File: src/rtl/control_carro_pkg.sv
`timescale 1ns/1ps
`default_nettype none
// control_carro_pkg: shared state encoding, spawn lane constants and LFSR seed/taps.
// Rev 1.0
package control_carro_pkg;

  typedef enum logic [1:0] {
    S_IDLE  = 2'd0,
    S_SPAWN = 2'd1,
    S_RUN   = 2'd2,
    S_OVER  = 2'd3
  } state_e;

  localparam logic [8:0] c_lane_a    = 9'd100;
  localparam logic [8:0] c_lane_b    = 9'd300;
  localparam logic [8:0] c_lfsr_seed = 9'h1A5;
  // x^9 + x^5 + 1 : feedback from bits 8 and 4
  localparam logic [8:0] c_lfsr_taps = 9'h110;

  function automatic logic [8:0] spawn_lane(input logic sel);
    return sel ? c_lane_b : c_lane_a;
  endfunction

endpackage
`default_nettype wire

File: src/rtl/control_carro_lfsr9.sv
`timescale 1ns/1ps
`default_nettype none
// lfsr9: free-running 9-bit Fibonacci LFSR, shifts every clock, async active-low reset to the seed.
// Rev 1.0
module lfsr9
  import control_carro_pkg::*;
(
  input  logic       clk_i,
  input  logic       rst_ni,
  output logic [8:0] value_o
);

  logic [8:0] lfsr_q;
  logic [8:0] lfsr_d;

  always_comb begin
    lfsr_d = {lfsr_q[7:0], ^(lfsr_q & c_lfsr_taps)};
  end

  always_ff @(posedge clk_i or negedge rst_ni) begin
    if (!rst_ni) lfsr_q <= c_lfsr_seed;
    else         lfsr_q <= lfsr_d;
  end

  assign value_o = lfsr_q;

endmodule
`default_nettype wire

File: src/rtl/control_carro.sv
`timescale 1ns/1ps
`default_nettype none
// control_carro: car spawn/advance/recycle sequencer with score. Score counter built only
// when CONTROL_CARRO_PUNTOS_EN is defined. Rev 1.0
module control_carro
  import control_carro_pkg::*;
#(
  parameter int         TICK_DIV = 250000,
  parameter logic [9:0] X_LIMIT  = 10'd600,
  parameter int         HOLDOFF  = 2
) (
  input  logic       iClk,
  input  logic       iReset_n,
  input  logic       iStart,
  input  logic       iPausa,
  input  logic       iColision,
  input  logic [9:0] iCarroX,
  output logic [8:0] oPosicionX,
  output logic [8:0] oPosicionY,
  output logic       oEnable,
  output logic       oSuma,
  output logic       oSalto,
  output logic [1:0] oEstado,
  output logic [7:0] oPuntos
);

  localparam int            TW       = $clog2(TICK_DIV);
  localparam int            HW       = $clog2(HOLDOFF + 2);
  localparam logic [TW-1:0] TICK_MAX = TW'(TICK_DIV - 1);
  localparam logic [HW-1:0] HOLD_LD  = HW'(HOLDOFF);

  state_e        state_q, state_d;
  logic [8:0]    lfsr;
  logic [TW-1:0] tick_q, tick_d;
  logic [HW-1:0] hold_q, hold_d;
  logic [8:0]    posx_q, posx_d, posy_q, posy_d;
  logic          enable_q, enable_d, suma_q, suma_d, salto_q, salto_d;
  logic          w_run_active, w_salto, w_wrap, w_restart;

  lfsr9 u_lfsr (
    .clk_i   (iClk),
    .rst_ni  (iReset_n),
    .value_o (lfsr)
  );

  always_ff @(posedge iClk or negedge iReset_n) begin
    if (!iReset_n) state_q <= S_IDLE;
    else           state_q <= state_d;
  end

  always_comb begin
    state_d = state_q;
    case (state_q)
      S_IDLE:  if (iStart) state_d = S_SPAWN;
      S_SPAWN: state_d = S_RUN;
      S_RUN:   if (iColision) state_d = S_OVER;
      S_OVER:  if (iStart) state_d = S_SPAWN;
      default: state_d = S_IDLE;
    endcase
  end

  // Collision outranks everything; pause freezes timing; recycle outranks advance.
  always_comb begin
    w_run_active = (state_q == S_RUN) && !iColision && !iPausa;
    w_salto      = w_run_active && (hold_q == '0) && (iCarroX >= X_LIMIT);
    w_wrap       = (tick_q == TICK_MAX);
    w_restart    = (state_q == S_OVER) && iStart;

    enable_d = (state_q == S_SPAWN);
    salto_d  = w_salto;
    suma_d   = w_run_active && !w_salto && w_wrap;

    tick_d = tick_q;
    hold_d = hold_q;
    if (w_restart) begin
      tick_d = '0;
      hold_d = '0;
    end else if (w_run_active) begin
      if (w_salto) begin
        tick_d = '0;
        hold_d = HOLD_LD;
      end else begin
        tick_d = w_wrap ? '0 : tick_q + 1'b1;
        if (hold_q != '0) hold_d = hold_q - 1'b1;
      end
    end

    posx_d = posx_q;
    posy_d = posy_q;
    if (state_q == S_SPAWN) begin
      posx_d = spawn_lane(lfsr[0]);
      posy_d = {1'b0, lfsr[8:1]};
    end
  end

  always_ff @(posedge iClk or negedge iReset_n) begin
    if (!iReset_n) begin
      tick_q   <= '0;
      hold_q   <= '0;
      posx_q   <= '0;
      posy_q   <= '0;
      enable_q <= 1'b0;
      suma_q   <= 1'b0;
      salto_q  <= 1'b0;
    end else begin
      tick_q   <= tick_d;
      hold_q   <= hold_d;
      posx_q   <= posx_d;
      posy_q   <= posy_d;
      enable_q <= enable_d;
      suma_q   <= suma_d;
      salto_q  <= salto_d;
    end
  end

`ifdef CONTROL_CARRO_PUNTOS_EN
  logic [7:0] puntos_q, puntos_d;

  always_comb begin
    puntos_d = puntos_q;
    if (w_restart)                         puntos_d = '0;
    else if (w_salto && puntos_q != 8'hFF) puntos_d = puntos_q + 8'd1;
  end

  always_ff @(posedge iClk or negedge iReset_n) begin
    if (!iReset_n) puntos_q <= '0;
    else           puntos_q <= puntos_d;
  end

  assign oPuntos = puntos_q;
`else
  assign oPuntos = 8'd0;
`endif

  assign oPosicionX = posx_q;
  assign oPosicionY = posy_q;
  assign oEnable    = enable_q;
  assign oSuma      = suma_q;
  assign oSalto     = salto_q;
  assign oEstado    = state_q;

endmodule
`default_nettype wire

File: config.mk
export PLATFORM = sky130hd
export DESIGN_NAME = control_carro
export DESIGN_NICKNAME = d
export VERILOG_FILES = /design/src/rtl/control_carro_pkg.sv /design/src/rtl/control_carro_lfsr9.sv /design/src/rtl/control_carro.sv
export SDC_FILE = /design/constraint.sdc
export NUM_CORES = 1
export LEC_CHECK = 0
export BUFFER_PORTS_ARGS = -buffer_cell sky130_fd_sc_hd__buf_2
export CAP_MARGIN = 20
export CORE_MARGIN = 2
export CORE_UTILIZATION = 58
export CTS_CLUSTER_SIZE = 14
export DETAILED_ROUTE_END_ITERATION = 10
export MAX_ROUTING_LAYER = met4
export PLACE_DENSITY_LB_ADDON = 0.05
export SETUP_SLACK_MARGIN = 0.15
export SYNTH_ARGS = -nofsm -noshare
export SYNTH_HDL_FRONTEND = slang
export SYNTH_SLANG_ARGS = --single-unit
export TNS_END_PERCENT = 5
File: constraint.sdc
create_clock -name iClk -period 3.3 [get_ports iClk]
set_input_delay 0.66 -clock iClk [delete_from_list [all_inputs] [get_ports iClk]]
set_output_delay 0.66 -clock iClk [all_outputs]
set_load 0.01 [all_outputs]
* After elaboration in Yosys (flattened, before gate mapping) *
Cells that the tools add are included.
W data, S select, Z words.

word-level totals
  logic and storage cells = 49
  register bits = 51

operators by class
  add/subtract/negate cells = 2
  mux-type cells = 12
  equal/unequal tests = 6
  order comparisons = 1
  reductions and logical operators = 19

operators with widths
  cell                     number
  $mux W18                 4
  $add A18 B1 Y18 const B  1
  $eq A18 B18 Y1 const B   1
  $mux W2                  6
  $ge A10 B10 Y1 const B   1
  $mux W9                  1
  $reduce_xor A9 Y1        1
  $logic_and A1 B1 Y1      7
  $pmux W2 S3              1
  $eq A2 B2 Y1 const B     2
  $logic_not A2 Y1         2
  $reduce_and A2 Y1        2
  $reduce_bool A2 Y1       2
  $logic_not A1 Y1         3
  $reduce_bool A3 Y1       1
  $eq A2 B1 Y1 const B     1
  $ne A2 B1 Y1 const B     1
  $ne A2 B2 Y1 const B     1
  $reduce_or A2 Y1         1
  $sub A2 B1 Y2 const B    1

* Longest topological paths before layout *
Gate-level depths: netlist (run 1).

  depth after elaboration = 8
  depth in mapped cells = 8
  mapped depth without buffers = 7

* Cells and area by module *
From an unflattened synthesis (run 1), not the netlist that was laid out.

unflattened totals
  cells, all modules = 220
  area total of the unflattened synthesis = 2,336.0 µm²

by module, submodules not included
  module         area an instance (µm²)  times used  cells an instance
  control_carro  2,035.7                 1           202
  lfsr9          300.3                   1           18

* Least setup slack after synthesis (run 1) *
No wires, ideal clock.

  path type = input to register
  start = in iCarroX[5]
  end = reg tick_q[11]
  slack = 1,354 ps
  stages on the path = 5
  arrival = 1,877 ps
  data required time = 3,231 ps
  path through = a211o_1 -> o2111ai_4 -> o211ai_4 -> or4_1 -> nand3_1

on the way
  longest elaborated chain between the ends = 5

ends and longest elaborated chain
  element               line                  RTL
  from (decl)           control_carro.sv:17   input logic [9:0] iCarroX,
  $ge A10 B10 Y1        control_carro.sv:65   w_salto = w_run_active && (hold_q == '0) && (iCarroX >= X_LIMIT);
  $logic_and A1 B1 Y1   control_carro.sv:65
  $mux W18              control_carro.sv:79   if (w_salto) begin
  $mux W18              control_carro.sv:78   end else if (w_run_active) begin
  $mux W18              control_carro.sv:75   if (w_restart) begin
  to (signal assigned)  control_carro.sv:106  tick_q <= tick_d;
  to (decl)             control_carro.sv:34   logic [TW-1:0] tick_q, tick_d;

No other way between the ends. The select of a mux whose other input is x is not followed.
A chain may end at the register's enable or synchronous reset.

* Worst setup path in the final report (run 1) *
  start = reg state_q[0], in the netlist oEstado[0]
  end = reg tick_q[13]

on the way
  longest elaborated chain between the ends = 8

ends and longest elaborated chain
  element                            line                 RTL
  from (decl)                        control_carro.sv:32  state_e state_q, state_d;
  from (signal assigned)             control_carro.sv:48  else state_q <= state_d;
  $eq A2 B2 Y1                       control_carro.sv:64  w_run_active = (state_q == S_RUN) && !iColision && !iPausa;
  $logic_and A1 B1 Y1 (2 in series)  control_carro.sv:64
  $logic_and A1 B1 Y1 (2 in series)  control_carro.sv:65
  $mux W18                           control_carro.sv:79
  $mux W18                           control_carro.sv:78
  $mux W18                           control_carro.sv:75

Parallel ways exist; a longest one is shown, timed or not. The select of a mux whose other input is x is not followed.

==> results of run 1 <==
[critical path, cell delays in order (launching register included)]
cell       delay (ns)
dfrtp_1          0.44
inv_1            0.07
ha_1             0.22
nor3b_2          0.19
o2111ai_4        0.15
o211a_1          0.43
nand2_1          0.27
o311ai_1         0.35
[stage by stage]
step	std cells	hold WS [ns]	area, um2	utilization, %
CTS	279	0.374	2420	66.7
detailed placement	271	0.362	2310	63.5
global route	279	0.386	2420	66.7
global placement	271	0.351	2310	63.5
finish	279	0.373	2420	66.7
floorplan	211	0.349	2220	-
[how the worst max path moves through the flow]
stage / start / endpoint / slack [ns] / cells past startpoint
after global placement: iCarroX[5] / tick_q[7] / 0.87 / 6
after detailed placement: iCarroX[5] / tick_q[13] / 0.78 / 6
after floorplan: iCarroX[5] / tick_q[11] / 1.35 / 5
after global routing: oEstado[0] / tick_q[13] / 0.93 / 7
final: oEstado[0] / tick_q[13] / 1.07 / 7
after CTS: oEstado[0] / tick_q[13] / 1.07 / 7
[sequential cells by signal, summed over array words and instances (netlist names)]
name	cells
oSalto	1
u_lfsr.value_o	9
oPosicionY	8
oEstado	2
oEnable	1
tick_q	18
hold_q	2
oSuma	1
oPosicionX	3
[report_power, final]
| group | switching, W | total [W] | internal (W) |
|---|---|---|---|
| combinational | 0.000213 | 0.000335 | 0.000122 |
| sequential | 0.0000452 | 0.000643 | 0.000598 |
| clock | 0.000197 | 0.000428 | 0.000231 |
| total | 0.000455 | 0.00141 | 0.000951 |
[cell usage in the layout (no fill, tap or decap), types with 2 or more instances in the layout]
master,count
a21o_1,2
a21oi_1,4
a22o_1,6
a31oi_1,3
and3_1,4
buf_2,29
clkbuf_8,5
conb_1,13
dfrtp_1,40
dfstp_2,5
ha_1,6
inv_1,9
inv_6,2
mux2_2,9
nand2_1,16
nand3_1,12
nand4_1,2
nor2_1,16
nor2b_1,5
nor3_1,2
nor4_1,3
o21ai_0,8
o311ai_1,2
o31ai_1,3
xor2_1,4
[kinds of logic (layout without fill, tap and decap cells)]
family	Yosys count	after routing
other	1	13
muxes	10	10
DFF	45	45
buffers and inverters	27	47
AOI/OAI and AO/OA	36	36
xor gates and xnor gates	4	4
adders and majority gates	6	6
and+or+nand+nor	70	70
[layer usage]
metal	wire [um]	part of all wire, %	up-vias
met2	1790	46	64
li1	-	-	744
met1	1810	46	749
met5	0	0	-
met3	282	7.2	5
met4	46	1.2	0
[final cells by class]
cell class                      instances  area, um2
Clock buffer                            5       68.8
Timing Repair Buffer                   30        153
Fill cell                             303       1210
Inverter                                9       33.8
Multi-Input combinational cell        139        927
Tap cell                               48       60.1
Sequential cell                        45       1130
Clock inverter                          3       47.5
==> results.sh, run 1 <==
export IMPL_port_buffers=29
export IMPL_detail_route_iter0_violations=106
export IMPL_whs_path_depth=0
export IMPL_wl_per_cell_um=14.1
export IMPL_first_pass_iters=4
export IMPL_power_density_cell_area_nw_per_um2=581
export IMPL_setup_reg_to_reg_worst_slack_ns=1.07
export IMPL_synth_adder_area_share_pct=3.44
export IMPL_post_synth_instance_area_um2=2180
export IMPL_worstPathRequired_ns=3.49
export IMPL_vdd_ir_drop_worst_v=0.000340
export IMPL_synth_commonest_cells="dfrtp_1 (40), nand2_1 (16), nor2_1 (16)"
export IMPL_ys_top_cells_by_area="dfrtp_1 (46%), dfstp_2 (6.0%), buf_4 (5.2%)"
export IMPL_design_core_area_um2=3630
export IMPL_die_x_um=65.3
export IMPL_vias=1562
export IMPL_starting_density_pct=60.0
export IMPL_cellLeakagePower_nw=1.21
export IMPL_setup_worst_path_class="reg2reg"
export IMPL_synth_most_common_cell="dfrtp_1"
export IMPL_final_replace_weighted_congestion=0.880
export IMPL_slew_viol_final=0
export IMPL_post_route_cells_drive_above_1_share_pct=26.0
export IMPL_synth_enable_flop_cells=0
export IMPL_synthArstFlopShare_pct=100
export IMPL_clkLatencyLatePin_ns=0.30
export IMPL_grt_pass1_wl_mm=6.55
export IMPL_max_clock_path_buffers=2
export IMPL_number_of_global_route_vias_before_repair=1455
export IMPL_worstHoldStart="u_lfsr.value_o[7]"
export IMPL_synth_top_family_by_area="simple AND/OR/NAND/NOR gates"
export IMPL_synth_compound_area_share_pct=13.0
export IMPL_count_of_unique_library_cells_instantiated_by_yosys=44
export IMPL_seq_area_frac_synth_pct=52.0
export IMPL_ctsResizeCount=0
export IMPL_globalRouteMet2Util_pct=32.5
export IMPL_wire_length_after_detailed_routing_mm=3.93
export IMPL_setup_viol=0
export IMPL_worst_slack_ns=1.07
export IMPL_run_status="finished, final reports clean"
export IMPL_maxCapViolations=0
export IMPL_skew_ns=0.00573
export IMPL_routed_vias_inst=5.60
export IMPL_clk_transition_reported_paths_ns=0.09
export IMPL_post_route_period_util_pct=67.7
export IMPL_critical_path_arrival_ns=2.43
export IMPL_full_die_area_um2=4260
export IMPL_cts_setup_buffers=0
export IMPL_globalRoute_totalOverflow=0
export IMPL_clock_sinks=45
export IMPL_met3_usage_pct=4.79
export IMPL_postSynthCellCount=199
export IMPL_synth_ff_latch_count=45
export IMPL_r2r_end="tick_q[13]"
export IMPL_final_setup_tns_ns=0
export IMPL_die_h_um=65.3
export IMPL_syn2layout_area_growth_pct=11.1
export IMPL_rr_worst_depth=7
export IMPL_post_route_min_period_ns=2.23
export IMPL_synth_simple_gate_area_share_pct=17.2
export IMPL_num_antenna_cells=0
export IMPL_clk_root_buffer_cell="clkbuf_8"
export IMPL_timing_critical_path_to_type="register"
export IMPL_drt_drc_violations_left=0
export IMPL_grt_start_max_net_pins=46
export IMPL_cts_inserted_buffers=5
export IMPL_post_dp_hpwl_mm=2.83
export IMPL_synth_area_mux_share_pct=5.11
export IMPL_detail_route_antenna_nets=0
export IMPL_dominantRegCellSynth="dfrtp_1"
export IMPL_finalHoldViolCount=0
export IMPL_reg_to_reg_critical_path_startpoint="oEstado[0]"
export IMPL_postSynthAreaPerCell_um2=11.0
export IMPL_synth_area_leader_cell="dfrtp_1"
export IMPL_cts_max_level=2
export IMPL_ys_warnings_count=0
export IMPL_synth_largest_type_area_fraction_pct=45.9
export IMPL_fmax_ghz=0.448
export IMPL_timing_worst_slew_pin_value_ns=0.950
export IMPL_final_nets=251
export IMPL_power_total_w=0.00141
export IMPL_critPathLaunchType="register"
export IMPL_gr_usage_all_layers_pct=20.7
export IMPL_dp_slack_ns=0.783
export IMPL_hold_path_end="u_lfsr.value_o[8]"
export IMPL_grt_use_met1_pct=26.7
export IMPL_rsz0062_at_grt="no"
export IMPL_global_route_peak_usage_layer="met2"
export IMPL_worstPathMaxFanout=11
export IMPL_cts_tree="built"
export IMPL_hold_path_class="reg2reg"
export IMPL_worst_slew_margin_rel_pct=36.6
export IMPL_number_of_antenna_violations_at_the_first_check_in_global_routing=0
export IMPL_placementRows=22
export IMPL_top_level_ports=46
export IMPL_synth_xor_area_share_pct=1.61
export IMPL_cts_hold_fix_buffers=0
No activity file was read; power rests on OpenSTA's default activity.
==> inputs of run 2 (changes only) <==
Settings changed: CORE_UTILIZATION 58 to 49.
Clock period 3.3 ns to 1.95 ns, I/O delays scaled along.
==> run 2 against run 1 <==
Combinational power rose by 150%. Die area is 17% higher. Critical path depth shrank 1. Highest routed layer unchanged.
==> results.sh, run 2 (same netlist as run 1, synthesis figures left out) <==
export IMPL_run_status="finished, final reports clean"
export IMPL_setup_viol=0
export IMPL_largest_register_ff_count=18
export IMPL_finalCoreUtilization_pct=63.5
export IMPL_number_of_global_route_vias_before_repair=1684
export IMPL_finalHoldViolCount=0
export IMPL_num_antenna_cells=0
export IMPL_internal_power_w=0.00177
export IMPL_top_register="tick_q"
export IMPL_layout_common_cells="dfrtp_1 (38), buf_2 (29), buf_4 (22)"
export IMPL_cts_hold_fix_buffers=0
export IMPL_die_h_um=70.7
export IMPL_post_route_period_util_pct=94.9
export IMPL_clkLatencyLatePin_ns=0.31
export IMPL_die_x_um=70.7
export IMPL_cellLeakagePower_nw=1.37
export IMPL_netSwitchingPower_w=0.000842
export IMPL_power_density_cell_area_nw_per_um2=953
export IMPL_register_area_um2=1130
export IMPL_hold_worst_slack_ns=0.0282
export IMPL_cts_inserted_buffers=5
export IMPL_max_clock_path_buffers=2
export IMPL_worstPathRequired_ns=2.12
export IMPL_vdd_ir_drop_worst_v=0.000469
export IMPL_leading_cell_type_in_the_layout_fill_and_taps_excluded="dfrtp_1"
export IMPL_design_core_area_um2=4320
export IMPL_full_die_area_um2=5000
export IMPL_switching_share_pct=32.2
export IMPL_timing_critical_path_to_type="register"
export IMPL_post_route_cells_drive_above_1_share_pct=39.6
export IMPL_final_setup_tns_ns=0
export IMPL_critPathLaunchType="register"
export IMPL_worstPathMaxFanout=4
export IMPL_vias=1717
export IMPL_clock_sinks=45
export IMPL_final_nets=275
export IMPL_critical_path_arrival_ns=2.02
export IMPL_placedInstanceArea_um2=2480
export IMPL_maxCapViolations=0
export IMPL_skew_ns=0.0129
export IMPL_first_pass_iters=4
export IMPL_combPwrFrac_pct=31.4
export IMPL_drt_drc_violations_left=0
export IMPL_slew_viol_final=0
export IMPL_fill_cell_count=361
export IMPL_clk_root_buffer_cell="clkbuf_8"
export IMPL_routed_vias_inst=5.59
export IMPL_globalRoute_totalOverflow=0
export IMPL_wire_length_after_detailed_routing_mm=4.70
export IMPL_starting_density_pct=50.4
export IMPL_detail_route_iter0_violations=97
export IMPL_port_buffers=29
export IMPL_syn2layout_area_growth_pct=25.9
export IMPL_fmax_ghz=0.541
export IMPL_post_route_min_period_ns=1.85
export IMPL_rsz0062_at_grt="yes"
export IMPL_multiInputGateArea_um2=1050
export IMPL_post_route_cell_area_um2=2740
export IMPL_detail_route_antenna_nets=0
export IMPL_setup_worst_path_class="reg2reg"
export IMPL_number_of_antenna_violations_at_the_first_check_in_global_routing=0
export IMPL_clk_transition_reported_paths_ns=0.09
export IMPL_hold_path_class="in2async"
export IMPL_wl_per_cell_um=15.3
export IMPL_cts_max_level=2
export IMPL_grt_pass1_wl_mm=7.89
export IMPL_gr_usage_all_layers_pct=20.6
export IMPL_cts_tree="built"
export IMPL_grt_start_max_net_pins=26
export IMPL_post_dp_hpwl_mm=3.32
export IMPL_clockPowerShare_pct=27.0
export IMPL_top_level_ports=46
export IMPL_final_replace_weighted_congestion=0.923
export IMPL_seq_power_share_pct=41.6
export IMPL_placementRows=24
## run 2: stage by stage
| step | cells | total power (W) | setup slack, ns |
|---|---|---|---|
| after global placement | 295 | 0.00180 | 0.0777 |
| after global routing | 307 | 0.00277 | 0.0317 |
| final | 307 | 0.00261 | 0.100 |
| after floorplan | 211 | 0.00153 | 0.150 |
| after CTS | 304 | 0.00261 | 0.0982 |
| after detailed placement | 295 | 0.00183 | 0.00222 |
## run 2: critical path, cell delays in order, from the launching register on
cell     delay (ns)
dfrtp_1        0.39
ha_1           0.21
nand3_2        0.15
buf_4          0.18
or3_1          0.46
a31oi_4        0.24
o31ai_2        0.10
## run 2: power by group through the flow
stage | Sequential (W) | Combinational, W | Clock, W
after floorplan | 0.00111 | 0.000424 | 0
after global placement | 0.00109 | 0.000716 | 0
after detailed placement | 0.00109 | 0.000740 | 0
after CTS | 0.00108 | 0.000794 | 0.000731
after global routing | 0.00110 | 0.000905 | 0.000768
final | 0.00109 | 0.000822 | 0.000706
## run 2: timing repair
action                                  4_1_cts  5_1_grt
pin swaps                                     3        4
gates resized for setup                      14       11
buffers inserted                              1        3
endpoints found under the setup margin       18       19
## run 2: per-layer routing
layer	vias to the layer above	GRT usage, %	part of all wire, %
li1	791	-	-
met1	857	26.7	42
met2	56	32.1	50
met3	13	4.56	5.1
met4	0	7.13	2.4
met5	-	-	0
## run 2: area by class of cell
class | count | area share [%]
flip-flops and latches | 45 | 41.4
clock buffers | 6 | 2.64
inverters | 9 | 1.23
repair buffers | 54 | 12.9
well taps | 52 | 2.37
clock inverters | 2 | 1.41
multi-input cells | 139 | 38.1
## run 2: final timing paths
check / start / endpoint / slack [ns] / depth (start not counted)
min in group iClk: u_lfsr.value_o[7] / u_lfsr.value_o[8] / 0.37 / 0
worst min-delay path: iReset_n / oPosicionY[0] / 0.03 / 1
worst min register to register: u_lfsr.value_o[7] / u_lfsr.value_o[8] / 0.37 / 0
worst max-delay path: tick_q[0] / tick_q[10] / 0.10 / 6
max in group asynchronous: iReset_n / tick_q[14] / 1.42 / 2
worst max register to register: tick_q[0] / tick_q[10] / 0.10 / 6
